File: src/rtl/ssd_scan_ctrl.sv
// Four-digit seven-segment scan controller: multiplexes a latched 28-bit segment word
// onto shared active-low cathodes with a blanking guard per slot and a per-digit blink mask.
module ssd_scan_ctrl #(
  parameter int REFRESH_DIV = 100000,
  parameter int GUARD_CYC   = 16,
  parameter int BLINK_DIV   = 50000000
) (
  input  logic        clk,
  input  logic        rst_n,
  input  logic        enable,
  input  logic [27:0] seg_in,
  input  logic [3:0]  dp_in,
  input  logic [3:0]  blink_mask,
  input  logic        blink_sync,
  output logic [3:0]  an,
  output logic [6:0]  seg,
  output logic        dp,
  output logic [1:0]  digit_idx,
  output logic        blink_on
);

  localparam int SW = $clog2(REFRESH_DIV);
  localparam int BW = $clog2(BLINK_DIV);
  localparam logic [SW-1:0] SLOT_LAST  = SW'(REFRESH_DIV - 1);
  localparam logic [SW-1:0] GUARD      = SW'(GUARD_CYC);
  localparam logic [BW-1:0] BLINK_LAST = BW'(BLINK_DIV - 1);

  if (REFRESH_DIV < 2) begin : g_bad_refresh
    $error("ssd_scan_ctrl: REFRESH_DIV must be >= 2");
  end
  if (GUARD_CYC < 0 || GUARD_CYC >= REFRESH_DIV) begin : g_bad_guard
    $error("ssd_scan_ctrl: GUARD_CYC must be in [0, REFRESH_DIV)");
  end
  if (BLINK_DIV < 2) begin : g_bad_blink
    $error("ssd_scan_ctrl: BLINK_DIV must be >= 2");
  end

  typedef enum logic [1:0] {IDLE, BLANK, DRIVE} state_t;

  state_t            state_q, state_d;
  logic [SW-1:0]     slot_q, slot_d;
  logic [1:0]        digit_d;
  logic [3:0][6:0]   seg_lat_q, seg_lat_d;
  logic [3:0]        dp_lat_q, dp_lat_d;
  logic [3:0]        mask_lat_q, mask_lat_d;
  logic [BW-1:0]     blink_cnt_q, blink_cnt_d;
  logic              blink_on_d;
  logic              load;
  logic [3:0]        an_d;
  logic [6:0]        seg_d;
  logic              dp_d;

  always_ff @(posedge clk or negedge rst_n) begin
    if (!rst_n) begin
      state_q     <= IDLE;
      slot_q      <= '0;
      digit_idx   <= '0;
      seg_lat_q   <= '0;
      dp_lat_q    <= '0;
      mask_lat_q  <= '0;
      blink_cnt_q <= '0;
      blink_on    <= 1'b1;
      an          <= 4'b1111;
      seg         <= 7'h7F;
      dp          <= 1'b1;
    end else begin
      state_q     <= state_d;
      slot_q      <= slot_d;
      digit_idx   <= digit_d;
      seg_lat_q   <= seg_lat_d;
      dp_lat_q    <= dp_lat_d;
      mask_lat_q  <= mask_lat_d;
      blink_cnt_q <= blink_cnt_d;
      blink_on    <= blink_on_d;
      an          <= an_d;
      seg         <= seg_d;
      dp          <= dp_d;
    end
  end

  // Dropping enable wins over a slot boundary; the state follows from the next slot count.
  always_comb begin
    slot_d      = slot_q;
    digit_d     = digit_idx;
    seg_lat_d   = seg_lat_q;
    dp_lat_d    = dp_lat_q;
    mask_lat_d  = mask_lat_q;
    load        = 1'b0;
    blink_cnt_d = blink_cnt_q + 1'b1;
    blink_on_d  = blink_on;

    if (state_q == IDLE) begin
      if (enable) begin
        slot_d  = '0;
        digit_d = '0;
        load    = 1'b1;
      end
    end else if (enable) begin
      if (slot_q == SLOT_LAST) begin
        slot_d  = '0;
        digit_d = digit_idx + 2'd1;
        load    = 1'b1;
      end else begin
        slot_d = slot_q + 1'b1;
      end
    end

    if (load) begin
      seg_lat_d  = seg_in;
      dp_lat_d   = dp_in;
      mask_lat_d = blink_mask;
    end

    state_d = enable ? ((slot_d >= GUARD) ? DRIVE : BLANK) : IDLE;

    if (blink_sync) begin
      blink_cnt_d = '0;
      blink_on_d  = 1'b1;
    end else if (blink_cnt_q == BLINK_LAST) begin
      blink_cnt_d = '0;
      blink_on_d  = ~blink_on;
    end
  end

  // Outputs are computed from next-cycle values so they change on the same edge as the state.
  always_comb begin
    an_d  = 4'b1111;
    seg_d = 7'h7F;
    dp_d  = 1'b1;
    if (state_d == DRIVE) begin
      seg_d = ~seg_lat_d[digit_d];
      dp_d  = ~dp_lat_d[digit_d];
      if (!(mask_lat_d[digit_d] && !blink_on_d)) begin
        an_d = ~(4'b0001 << digit_d);
      end
    end
  end

endmodule
File: config.mk
export PLATFORM = sky130hd
export DESIGN_NAME = ssd_scan_ctrl
export DESIGN_NICKNAME = d
export VERILOG_FILES = /design/src/rtl/ssd_scan_ctrl.sv
export SDC_FILE = /design/constraint.sdc
export NUM_CORES = 1
export LEC_CHECK = 0
export BUFFER_PORTS_ARGS = -buffer_cell sky130_fd_sc_hd__buf_2
export CAP_MARGIN = 20
export CELL_PAD_IN_SITES_DETAIL_PLACEMENT = 1
export CELL_PAD_IN_SITES_GLOBAL_PLACEMENT = 1
export CORE_UTILIZATION = 43
export CTS_BUF_LIST = sky130_fd_sc_hd__clkbuf_8
export CTS_CLUSTER_SIZE = 10
export DETAILED_ROUTE_END_ITERATION = 6
export GPL_TIMING_DRIVEN = 0
export PLACE_DENSITY = 0.83
export SLEW_MARGIN = 20
export SYNTH_ARGS = -nofsm -noshare
export SYNTH_HDL_FRONTEND = slang
export SYNTH_SLANG_ARGS = --single-unit
export TNS_END_PERCENT = 100
File: constraint.sdc
create_clock -name clk -period 2.99 [get_ports clk]
set_clock_uncertainty 0.05 [all_clocks]
set_input_delay 0.4485 -clock clk [delete_from_list [all_inputs] [get_ports clk]]
set_output_delay 0.4485 -clock clk [all_outputs]
set_load 0.05 [all_outputs]
# Word level (Yosys, flattened, before mapping)
# Index checks and enable logic that the tools add are counted.
# W data, S select, Z words.
# word_totals
wordCells	61
in_bits	40
ff_bits	96
out_inout_bits	15
# classes
eq_ne	3
shift	1
reduce_logical	3
magnitude_cmp	2
addsub	3
bitwise	4
n_mux	31
# op_table
operator	count
$mux W17	4
$mux W26	2
$mux W28	1
$add A26 B1 Y26 const B	1
$eq A26 B26 Y1 const B	1
$add A17 B1 Y17 const B	1
$eq A17 B17 Y1 const B	1
$ge A17 B5 Y1 const B	1
$mux W4	4
$bmux W7 S2	1
$mux W7	2
$mux W2	6
$mux W1	9
$not A7 Y7	1
$bmux W1 S2	2
$not A4 Y4	1
$shl A1 B2 Y4 const A	1
$lt A2 B3 Y1 const B	1
$add A2 B1 Y2 const B	1
$eq A2 B2 Y1 const B	1
$logic_not A2 Y1	1
$not A1 Y1	2
$logic_and A1 B1 Y1	1
$logic_not A1 Y1	1

# Depth between registers and ports, before layout
# Gate-level depths: netlist of run 1.
# depth
ltp_word	10
ltp_mapped	10
depth_no_buf	8

# Least setup slack after synthesis of run 1
# No wires, ideal clock.
# synth_path
path_type	register to register
startpoint	register slot_q[8]
endpoint	register seg[1]
setup_slack_ns	0.159
setup_ns	0.082
path_buffers	1
required_time_ns	2.858
synth_period_minus_slack_ns	2.831
stages_incl_launch_ff	8
t_arrival_ns	2.699
cell_sequence	dfrtp_1 > or4b_4 > or4_4 > or4_4 > and2_4 > buf_6 > o221a_1 > or2_1
# synth_between
elab_chain_len	9
elab_cells_between_ends	21
classes_between	add/sub: 1; order compare: 1; eq/ne: 2; mux: 16; bitwise: 1
# synth_lines
element	line_no	rtl
start, declared	41	logic [SW-1:0] slot_q, slot_d;
start signal, assigned	68	slot_q <= slot_d;
$add A17 B1 Y17 or $eq A17 B17 Y1 (tied branches)	104, 99	
$mux W17 or $mux W1 (tied branches)	99	if (slot_q == SLOT_LAST) begin
$mux W17 or $mux W1 (tied branches)	98	end else if (enable) begin
$mux W17 or $mux W1 (tied branches)	92	if (state_q == IDLE) begin
$ge A17 B5 Y1 or $mux W28 (tied branches)	114, 108	
$mux W2 or $bmux W7 S2 (tied branches)	114, 131	
$mux W2 or $mux W7 (tied branches)	114, 131	
$eq A2 B2 Y1 or $not A7 Y7 (tied branches)	130, 131	
$mux W7 (*)	130	if (state_d == DRIVE) begin
via seg_d[1]	50	logic [6:0] seg_d;
end signal, assigned	76	seg <= seg_d;
end, declared	16	output logic [6:0] seg,
# The timed path passes the listed nets; every way through them passes the cells marked *. The select of a mux whose other input is x is not followed.

# Worst setup path in the final report of run 1
# layout_path
startpoint	register slot_q[5]
endpoint	register an[0]
# layout_between
elab_chain_len	10
elab_cells_between_ends	24
classes_between	add/sub: 1; order compare: 1; eq/ne: 2; shift: 1; mux: 17; bitwise: 1; reduce/logical: 1
# layout_lines
element	line_no	rtl
parallel branches: the longest is 9 deep, another holds $add A17 B1 Y17	n/a	
$mux W4 (*)	130	
via an_d[0]	49	logic [3:0] an_d;
end signal, assigned	75	an <= an_d;
end, declared	15	output logic [3:0] an,
# Mark *: on every way through the listed nets, which the timed path passes. The select of a mux whose other input is x is not followed.

==> impl_metrics.json, run 1 <==
{
  "status": "finished, final reports clean",
  "drc": 0,
  "ys_top_cells_by_area": "dfrtp_1 (43%), mux2_2 (7.9%), dfstp_2 (7.1%)",
  "yosysTopAreaCell": "dfrtp_1",
  "die_h_microns": 108,
  "met2_length_microns": 7150,
  "wl_microns": 14000,
  "synth_edf_count": 0,
  "synthCells": 451,
  "antenna_left": 0,
  "layout_min_cycle_time_ns": 2.98,
  "slew_headroom": 0.409,
  "holdWs_ns": 0.189,
  "antenna_found_initial": 0,
  "row_count": 38,
  "crit_type": "flop to flop",
  "endpoint_kind": "flop",
  "ys.flop_type": "dfrtp_1",
  "placement.io_buffers": 53,
  "cts_buffers": 9,
  "dp_hpwl_microns": 9240,
  "required_ns": 3.25,
  "route.met3.wl_microns": 729,
  "initial_utilization": 0.445,
  "grt-ovfl-total": 0,
  "areaGrowthSynthToFinish_pct": 19.4,
  "nFillCells": 1200,
  "crit_arrival_ns": 3.25,
  "path_cells": "or4b_4 -> nor4_4 -> buf_4 -> a21oi_1 -> a311oi_1 -> o221ai_2 -> nand2_2 -> or3b_2",
  "synth_top_area_share": 0.429,
  "antenna-diode-count": 0,
  "coreArea_sq_um": 10900,
  "clock_sinks": 96,
  "top_layer": "met4",
  "routedWlPerCell_microns": 20.6,
  "report.final.slew_viol_count": 0,
  "cp.buffers_inverters": 1,
  "htreeDepth": 3,
  "drv_cap": 0,
  "drtIter0Drc": 332,
  "synth_common_cells": "dfrtp_1 (83), nor2_1 (46), mux2_2 (34), nand3_1 (29), nand2_1 (23)",
  "min_from": "blink_sync",
  "cp-startpoint": "slot_q[5]",
  "grt.total_usage": 0.239,
  "clk_path_buf_depth": 2,
  "max_freq_ghz": 0.335,
  "ir_drop_mv": 0.340,
  "fin_area_sq_um": 5790,
  "grt_max_degree": 73,
  "dpl.cell_count": 645,
  "crit_fanout": 4,
  "grt_pass1_vias": 4167,
  "slowest_stage": "or4b_4",
  "vias": 3964,
  "synth_nets": 493,
  "die-area_sq_um": 11700,
  "placed_cell_area_sq_um": 5320,
  "leakage_nw": 2.53,
  "post-route-util": 0.531,
  "cpPeakStageDelay_ns": 0.58,
  "chipWidth_microns": 108,
  "worstSkewPairLatency_ns": 0.39,
  "drive_above_1_share": 0.345,
  "synth-seq-cells": 96,
  "cts-root-buf": "clkbuf_8",
  "async_flop_share": 1.00,
  "gp_congestion": 0.903,
  "wl_met1_microns": 5780,
  "syn_avg_cell_area_sq_um": 10.7,
  "total_power_mw": 2.53,
  "grt_pass1_wl_microns": 21200,
  "cp-start-kind": "flop",
  "fin_cells": 677,
  "hold_viol_final": 0,
  "ioPinCount": 55,
  "setup_viol": 0,
  "clk_pin_slew_worst_paths_ns": 0.10,
  "power_density_nw_per_um2": 437,
  "post-route-period-util": 0.998,
  "yosysSeqAreaShare": 0.499,
  "finalNetCount": 575,
  "yosys.cell_count.top_type": "dfrtp_1",
  "ys_types": 65,
  "path_delay_family": "simple AND/OR/NAND/NOR gates",
  "via_per_inst": 5.86,
  "syn_area_sq_um": 4840,
  "yosys_warnings": 0,
  "r2r-start": "slot_q[5]",
  "hold_class": "input port to flop",
  "tightest_slew_ns": 0.877,
  "cts_tree": "done",
  "dr.pass1.iters": 4
}
[kinds of logic (layout without fill, tap and decap cells)]
family / after synthesis / after routing / share of synthesized area
AOI/OAI and AO/OA: 69 / 69 / 0.101
and+or+nand+nor: 173 / 173 / 0.201
adders and majority gates: 2 / 2 / 0.00516
DFF: 96 / 96 / 0.499
muxes: 41 / 41 / 0.0935
xor gates and xnor gates: 30 / 30 / 0.0542
buffers and inverters: 40 / 126 / 0.0449
[worst paths after layout]
path,endpoint,slack [ns],depth (start not counted)
max,an[0],0.006,8
min,blink_cnt_q[6],0.19,2
max in group asynchronous,an[1],1.77,3
max reg2reg,an[0],0.006,8
min in group asynchronous,blink_cnt_q[19],0.43,2
min reg2reg,seg_lat_q[19],0.45,1
[layout make-up]
cell class / instances / area, sq um / area share
repair buffers: 74 / 452 / 0.0781
clock inverters: 5 / 33.8 / 0.00584
well taps: 140 / 175 / 0.0303
plain buffers: 22 / 156 / 0.0270
multi-input cells: 315 / 2360 / 0.407
clock buffers: 10 / 138 / 0.0238
inverters: 15 / 56.3 / 0.00973
flip-flops and latches: 96 / 2420 / 0.418
[flip-flops by register name, indices dropped and copies added, names as in the netlist]
name / cells
seg: 7
dp: 1
state_q: 2
dp_lat_q: 4
digit_idx: 2
blink_on: 1
blink_cnt_q: 26
an: 4
slot_q: 17
seg_lat_q: 28
mask_lat_q: 4
[per-stage QoR]
step,setup slack [ns],TNS (ns)
global placement,-0.761,-8.83
global route,-0.0471,-0.162
detailed placement,-0.829,-9.39
finish,0.00618,0
floorplan,0.159,0
CTS,0.0190,0
[power by group]
group / switching, mW / total [mW] / internal [mW]
Combinational: 0.160 / 0.300 / 0.140
Sequential: 0.0375 / 1.42 / 1.38
Clock: 0.481 / 0.804 / 0.323
[cell usage in the layout, fill, tap and decap left out, types with 8 or more instances in the layout]
cell	instances
nor2_1	44
buf_2	56
and3_1	11
buf_4	22
clkbuf_8	11
xnor2_1	10
a21oi_1	9
xor2_1	20
clkbuf_1	9
inv_1	15
dfstp_2	13
nand2_1	22
nand3_1	28
mux2_2	34
o21ai_0	13
nand4_1	8
dfrtp_1	83
[per-layer routing]
metal / global-route usage / up-vias
met3: 0.0651 / 26
li1: - / 1793
met4: 0.0714 / 0
met2: 0.404 / 123
met1: 0.297 / 2022
met5: 0 / -
[repair_timing]
action                                 CTS  global route
buffers inserted                         6            13
setup endpoints to repair               14            13
endpoints found under the hold margin   24             0
hold buffers                             1             0
pin swaps                                5             9
gates resized for setup                 13            20
Note: power is estimated with default switching activity, not from simulation.
==> run 2, diff against run 1 <==
Settings changed: CORE_UTILIZATION 43 to 42, CTS_BUF_LIST sky130_fd_sc_hd__clkbuf_8 to not set, PLACE_DENSITY 0.83 to 0.81.
==> run 2 against run 1 <==
Net effect:
- combinational power is 3% lower
- setup slack better by 0.023 ns
- sequential power hardly changed
- count of clock-buffer cells in the layout is 2 higher
- cell count is 0.59% lower
- global-route usage is 0.24 points lower
- critical path depth is 1 lower
- routed wire length is 3.2% lower
- first-iteration DRC count is 20% lower
- non-clock buffer count is 4 lower
- sequential share of layout area hardly changed
==> impl_metrics.json, run 2 (synthesis results as in run 1) <==
{
  "regMostFlops": "seg_lat_q",
  "setup_slack_ns": 0.0289,
  "hold_viol_final": 0,
  "power_frac_comb": 0.106,
  "p_switching_mw": 0.684,
  "top_regs": "seg_lat_q (28), blink_cnt_q (26), slot_q (17)",
  "hold_class": "input port to flop",
  "die-area_sq_um": 12000,
  "max_freq_ghz": 0.338,
  "status": "finished, final reports clean",
  "clk_pin_slew_worst_paths_ns": 0.06,
  "min_from": "blink_sync",
  "grt.total_usage": 0.237,
  "drive_above_1_share": 0.321,
  "cp-start-kind": "flop",
  "cts_buffers": 9,
  "required_ns": 3.23,
  "dr.pass1.iters": 4,
  "dpl_worst_slack_ns": -0.734,
  "grt-ovfl-total": 0,
  "antenna_found_initial": 0,
  "drv_cap": 0,
  "dpl.cell_count": 645,
  "crit_fanout": 9,
  "htreeDepth": 3,
  "grt_pass1_vias": 4212,
  "cp-startpoint": "slot_q[6]",
  "path_cells": "or4b_4 -> or4_4 -> or4_4 -> and2_4 -> buf_6 -> a222oi_1 -> or2_1",
  "cpPeakStageDelay_ns": 0.60,
  "path_delay_family": "simple AND/OR/NAND/NOR gates",
  "setup_viol": 0,
  "via_per_inst": 5.78,
  "power_density_nw_per_um2": 478,
  "placement.io_buffers": 53,
  "crit_arrival_ns": 3.21,
  "layout_common_cells": "dfrtp_1 (83), buf_2 (56), nor2_1 (44)",
  "worstSkewPairLatency_ns": 0.35,
  "row_count": 38,
  "p_int_mw": 2.08,
  "initial_utilization": 0.439,
  "drc": 0,
  "r2r-start": "slot_q[6]",
  "drtIter0Drc": 265,
  "coreArea_sq_um": 11000,
  "wl_microns": 13500,
  "clk_path_buf_depth": 2,
  "layout_min_cycle_time_ns": 2.96,
  "final_common_cell": "dfrtp_1",
  "crit_type": "flop to flop",
  "gp_congestion": 0.909,
  "die_h_microns": 109,
  "slew_headroom": 0.484,
  "grt_pass1_wl_microns": 21300,
  "chipWidth_microns": 109,
  "antenna_left": 0,
  "leakage_nw": 2.52,
  "endpoint_kind": "flop",
  "ioPinCount": 55,
  "crit_path_frequent_cell": "or4_4",
  "areaGrowthSynthToFinish_pct": 19.4,
  "grt_max_degree": 79,
  "cts_tree": "done",
  "cts-root-buf": "clkbuf_16",
  "report.final.slew_viol_count": 0,
  "routedWlPerCell_microns": 20.1,
  "post-route-period-util": 0.990,
  "ir_drop_mv": 0.372,
  "antenna-diode-count": 0,
  "pwr-share-clk": 0.379,
  "switching_share": 0.248,
  "vias": 3889,
  "sequentialPowerShare": 0.515,
  "dp_hpwl_microns": 9280,
  "cp.buffers_inverters": 1,
  "finalNetCount": 571,
  "largest_reg_flops": 28,
  "clock_sinks": 96,
  "slowest_stage": "or4b_4",
  "fin_cells": 673,
  "tightest_slew_ns": 0.765
}
-- run 2: changes by cell type in the layout (fill, tap and decap cells not counted), sizes merged --
cell      previous run  this run
buf                 83        78
inv                 17        14
clkinvlp             1         2
clkbuf              22        25
-- run 2: power groups by stage --
stage	clock, mW	combinational [mW]	sequential [mW]
after global routing	1.11	0.322	1.43
after detailed placement	0	0.280	1.44
after global placement	0	0.256	1.44
final	1.05	0.292	1.42
after CTS	1.06	0.285	1.42
after floorplan	0	0.171	1.43
-- run 2: layer usage --
layer / share of wire / global-route usage
met5: 0 / 0
met1: 0.42 / 0.285
met4: 0.023 / 0.103
met2: 0.51 / 0.409
met3: 0.043 / 0.0480
-- run 2: layout make-up --
cell class | count | area [sq um]
plain buffers | 24 | 169
clock buffers | 12 | 236
clock inverters | 3 | 20.0
fillers | 1236 | 5250
inverters | 15 | 56.3
multi-input cells | 315 | 2300
flip-flops and latches | 96 | 2420
well taps | 140 | 175
repair buffers | 68 | 407
-- run 2: worst reg2reg max path, delay by kind of cell (launching register included) --
kind	cells	cell delay, ns
AND/OR/NAND/NOR	5	1.98
flip-flops	1	0.42
AO/OA/AOI/OAI	1	0.32
buffers and inverters	1	0.14
-- run 2: path summary, 6_finish.rpt --
path,end,slack [ns],cells past startpoint
min in group asynchronous,blink_cnt_q[10],0.46,2
worst max register to register,seg[4],0.03,7
max in group asynchronous,seg[3],1.77,3
worst min-delay path,blink_cnt_q[6],0.23,2
worst max-delay path,seg[4],0.03,7
worst min register to register,seg_lat_q[6],0.45,1
-- run 2: through the flow --
| step | hold WS, ns | total power, mW | area (sq um) | utilization | TNS [ns] |
|---|---|---|---|---|---|
| global placement | 0.416 | 1.69 | 5290 | 0.479 | -6.99 |
| finish | 0.230 | 2.76 | 5780 | 0.524 | 0 |
| detailed placement | 0.255 | 1.72 | 5320 | 0.482 | -8.59 |
| global route | 0.244 | 2.86 | 5780 | 0.524 | -0.0277 |
| CTS | 0.228 | 2.77 | 5700 | 0.516 | 0 |
| floorplan | 0.103 | 1.60 | 4840 | - | 0 |
-- run 2: timing repair --
| action | 4_1_cts | 5_1_grt |
|---|---|---|
| hold endpoints to repair | 18 | 0 |
| endpoints found under the setup margin | 14 | 13 |
| gates resized for setup | 12 | 10 |
| gates cloned | 0 | 0 |
| pin swaps | 6 | 5 |
| setup buffers | 6 | 7 |
| hold buffers | 1 | 0 |
==> run 3, diff against run 2 <==
Settings changed: CORE_UTILIZATION 42 to 50, PLACE_DENSITY 0.81 to 0.9.
Clock period 2.99 ns to 3.7 ns, I/O delays scaled along.
==> run 3 against run 2 <==
Net effect:
- flip-flop and latch count unchanged
- cell count decreased by 2.8%
- fmax decreased by 16%
- count of clock-buffer cells in the layout decreased by 2
- die area decreased by 16%
- critical endpoint is now seg[0]
- via count decreased by 0.28%
- largest cell class unchanged
==> impl_metrics.json, run 3 (synthesis results as in run 1) <==
{
  "cp-start-kind": "flop",
  "drive_above_1_share": 0.293,
  "rsz0062_at_grt": "no",
  "routedWlPerCell_microns": 20.9,
  "hold_class": "input port to async pin",
  "placement.io_buffers": 53,
  "antenna-diode-count": 0,
  "wl_microns": 13700,
  "path_delay_family": "compound AO/OA/AOI/OAI gates",
  "crit_type": "flop to flop",
  "switching_share": 0.275,
  "ir_drop_mv": 0.232,
  "cts-root-buf": "clkbuf_8",
  "clk_path_buf_depth": 2,
  "gp_congestion": 0.875,
  "htreeDepth": 3,
  "grt_pass1_wl_microns": 21800,
  "pwr-share-clk": 0.331,
  "hold_viol_final": 0,
  "drc": 0,
  "status": "finished, final reports clean",
  "regMostFlops": "seg_lat_q",
  "post-route-util": 0.594,
  "dr.pass1.iters": 4,
  "cts_buffers": 9,
  "dp_hpwl_microns": 9720,
  "required_ns": 3.93,
  "leakage_nw": 2.44,
  "clk_pin_slew_worst_paths_ns": 0.10,
  "cts_tree": "done",
  "crit_arrival_ns": 3.75,
  "path_cells": "or4b_4 -> nor4_4 -> a21oi_1 -> a211oi_1 -> nand3_1 -> o31ai_2 -> clkbuf_2 -> o21bai_1",
  "grt_pass1_vias": 4151,
  "grt_max_degree": 56,
  "cp.buffers_inverters": 1,
  "p_int_mw": 1.50,
  "initial_utilization": 0.519,
  "vias": 3878,
  "tightest_slew_ns": 1.08,
  "setup_tns_ns": 0,
  "layout_min_cycle_time_ns": 3.52,
  "layout_common_cells": "dfrtp_1 (83), buf_2 (57), nor2_1 (46)",
  "die-area_sq_um": 10100,
  "chipWidth_microns": 100,
  "cpPeakStageDelay_ns": 0.61,
  "row_count": 35,
  "clock_sinks": 96,
  "cts_hold_repair.buffers": 0,
  "antenna_left": 0,
  "via_per_inst": 5.93,
  "final_common_cell": "dfrtp_1",
  "power_frac_comb": 0.112,
  "slowest_stage": "or4b_4",
  "setup_viol": 0,
  "power_density_nw_per_um2": 372,
  "grt-ovfl-total": 0,
  "p_switching_mw": 0.568,
  "largest_reg_flops": 28,
  "top_regs": "seg_lat_q (28), blink_cnt_q (26), slot_q (17)",
  "drv_cap": 0,
  "drtIter0Drc": 137,
  "antenna_found_initial": 0,
  "max_freq_ghz": 0.284,
  "grt.total_usage": 0.284,
  "post-route-period-util": 0.951,
  "die_h_microns": 100,
  "areaGrowthSynthToFinish_pct": 14.4,
  "crit_fanout": 10,
  "coreArea_sq_um": 9330,
  "report.final.slew_viol_count": 0,
  "sequentialPowerShare": 0.557,
  "finalNetCount": 562,
  "ioPinCount": 55,
  "endpoint_kind": "flop",
  "worstSkewPairLatency_ns": 0.37,
  "slew_headroom": 0.271
}
run 3: final timing paths:
check	start	end	slack, ns	cells after the start
worst max-delay path	slot_q[8]	seg[0]	0.18	8
worst min-delay path	rst_n	blink_cnt_q[11]	0.03	1
worst max register to register	slot_q[8]	seg[0]	0.18	8
worst min register to register	seg_lat_q[12]	seg_lat_q[12]	0.45	1
max in group asynchronous	rst_n	seg[0]	2.89	2
min in group clk	blink_sync	blink_cnt_q[6]	0.35	2
run 3: area by class of cell:
type                            count  area, sq um
Fill cell                        1059         3780
Sequential cell                    96         2420
Multi-Input combinational cell    315         2230
Timing Repair Buffer               58          329
Buffer                             25          161
Tap cell                          129          161
Clock buffer                       10          138
Inverter                           15         56.3
Clock inverter                      6         50.0
run 3: worst register-to-register path: stages (launching register included):
cell and delay (ns):
dfrtp_1 0.43, or4b_4 0.61, nor4_4 0.48, a21oi_1 0.36, a211oi_1 0.39, nand3_1 0.17, o31ai_2 0.46, clkbuf_2 0.32
o21bai_1 0.18
run 3: stage by stage:
step / hold slack, ns / area, sq um / std cells / power (mW) / setup slack [ns]
5_1_grt: 0.0597 / 5540 / 654 / 2.13 / 0.0432
4_1_cts: 0.0525 / 5500 / 650 / 2.06 / 0.0224
3_5_place_dp: 0.429 / 5310 / 634 / 1.39 / -0.213
3_3_place_gp: 0.417 / 5270 / 633 / 1.36 / -0.0917
6_report: 0.0338 / 5540 / 654 / 2.06 / 0.180
2_1_floorplan: 0.209 / 4840 / 451 / 1.29 / 0.869
run 3: power by group through the flow:
stage               clock (mW)  sequential (mW)  combinational [mW]
CTS                      0.681             1.15               0.231
floorplan                    0             1.16               0.138
global placement             0             1.16               0.205
global route             0.726             1.15               0.252
finish                   0.683             1.15               0.231
detailed placement           0             1.17               0.226
run 3: repair_timing:
| action | CTS | global route |
|---|---|---|
| pin swaps | 0 | 1 |
| gates resized for setup | 1 | 2 |
| cloned | 0 | 0 |
| setup buffers | 0 | 4 |
| setup endpoints to repair | 10 | 10 |
run 3: layer usage:
layer | global-route usage | wire (microns) | part of all wire | up-vias
li1 | - | - | - | 1751
met1 | 0.372 | 5880 | 0.43 | 1994
met2 | 0.494 | 7060 | 0.52 | 111
met3 | 0.0258 | 500 | 0.037 | 22
met4 | 0.0981 | 234 | 0.017 | 0
met5 | 0 | 0 | 0 | -
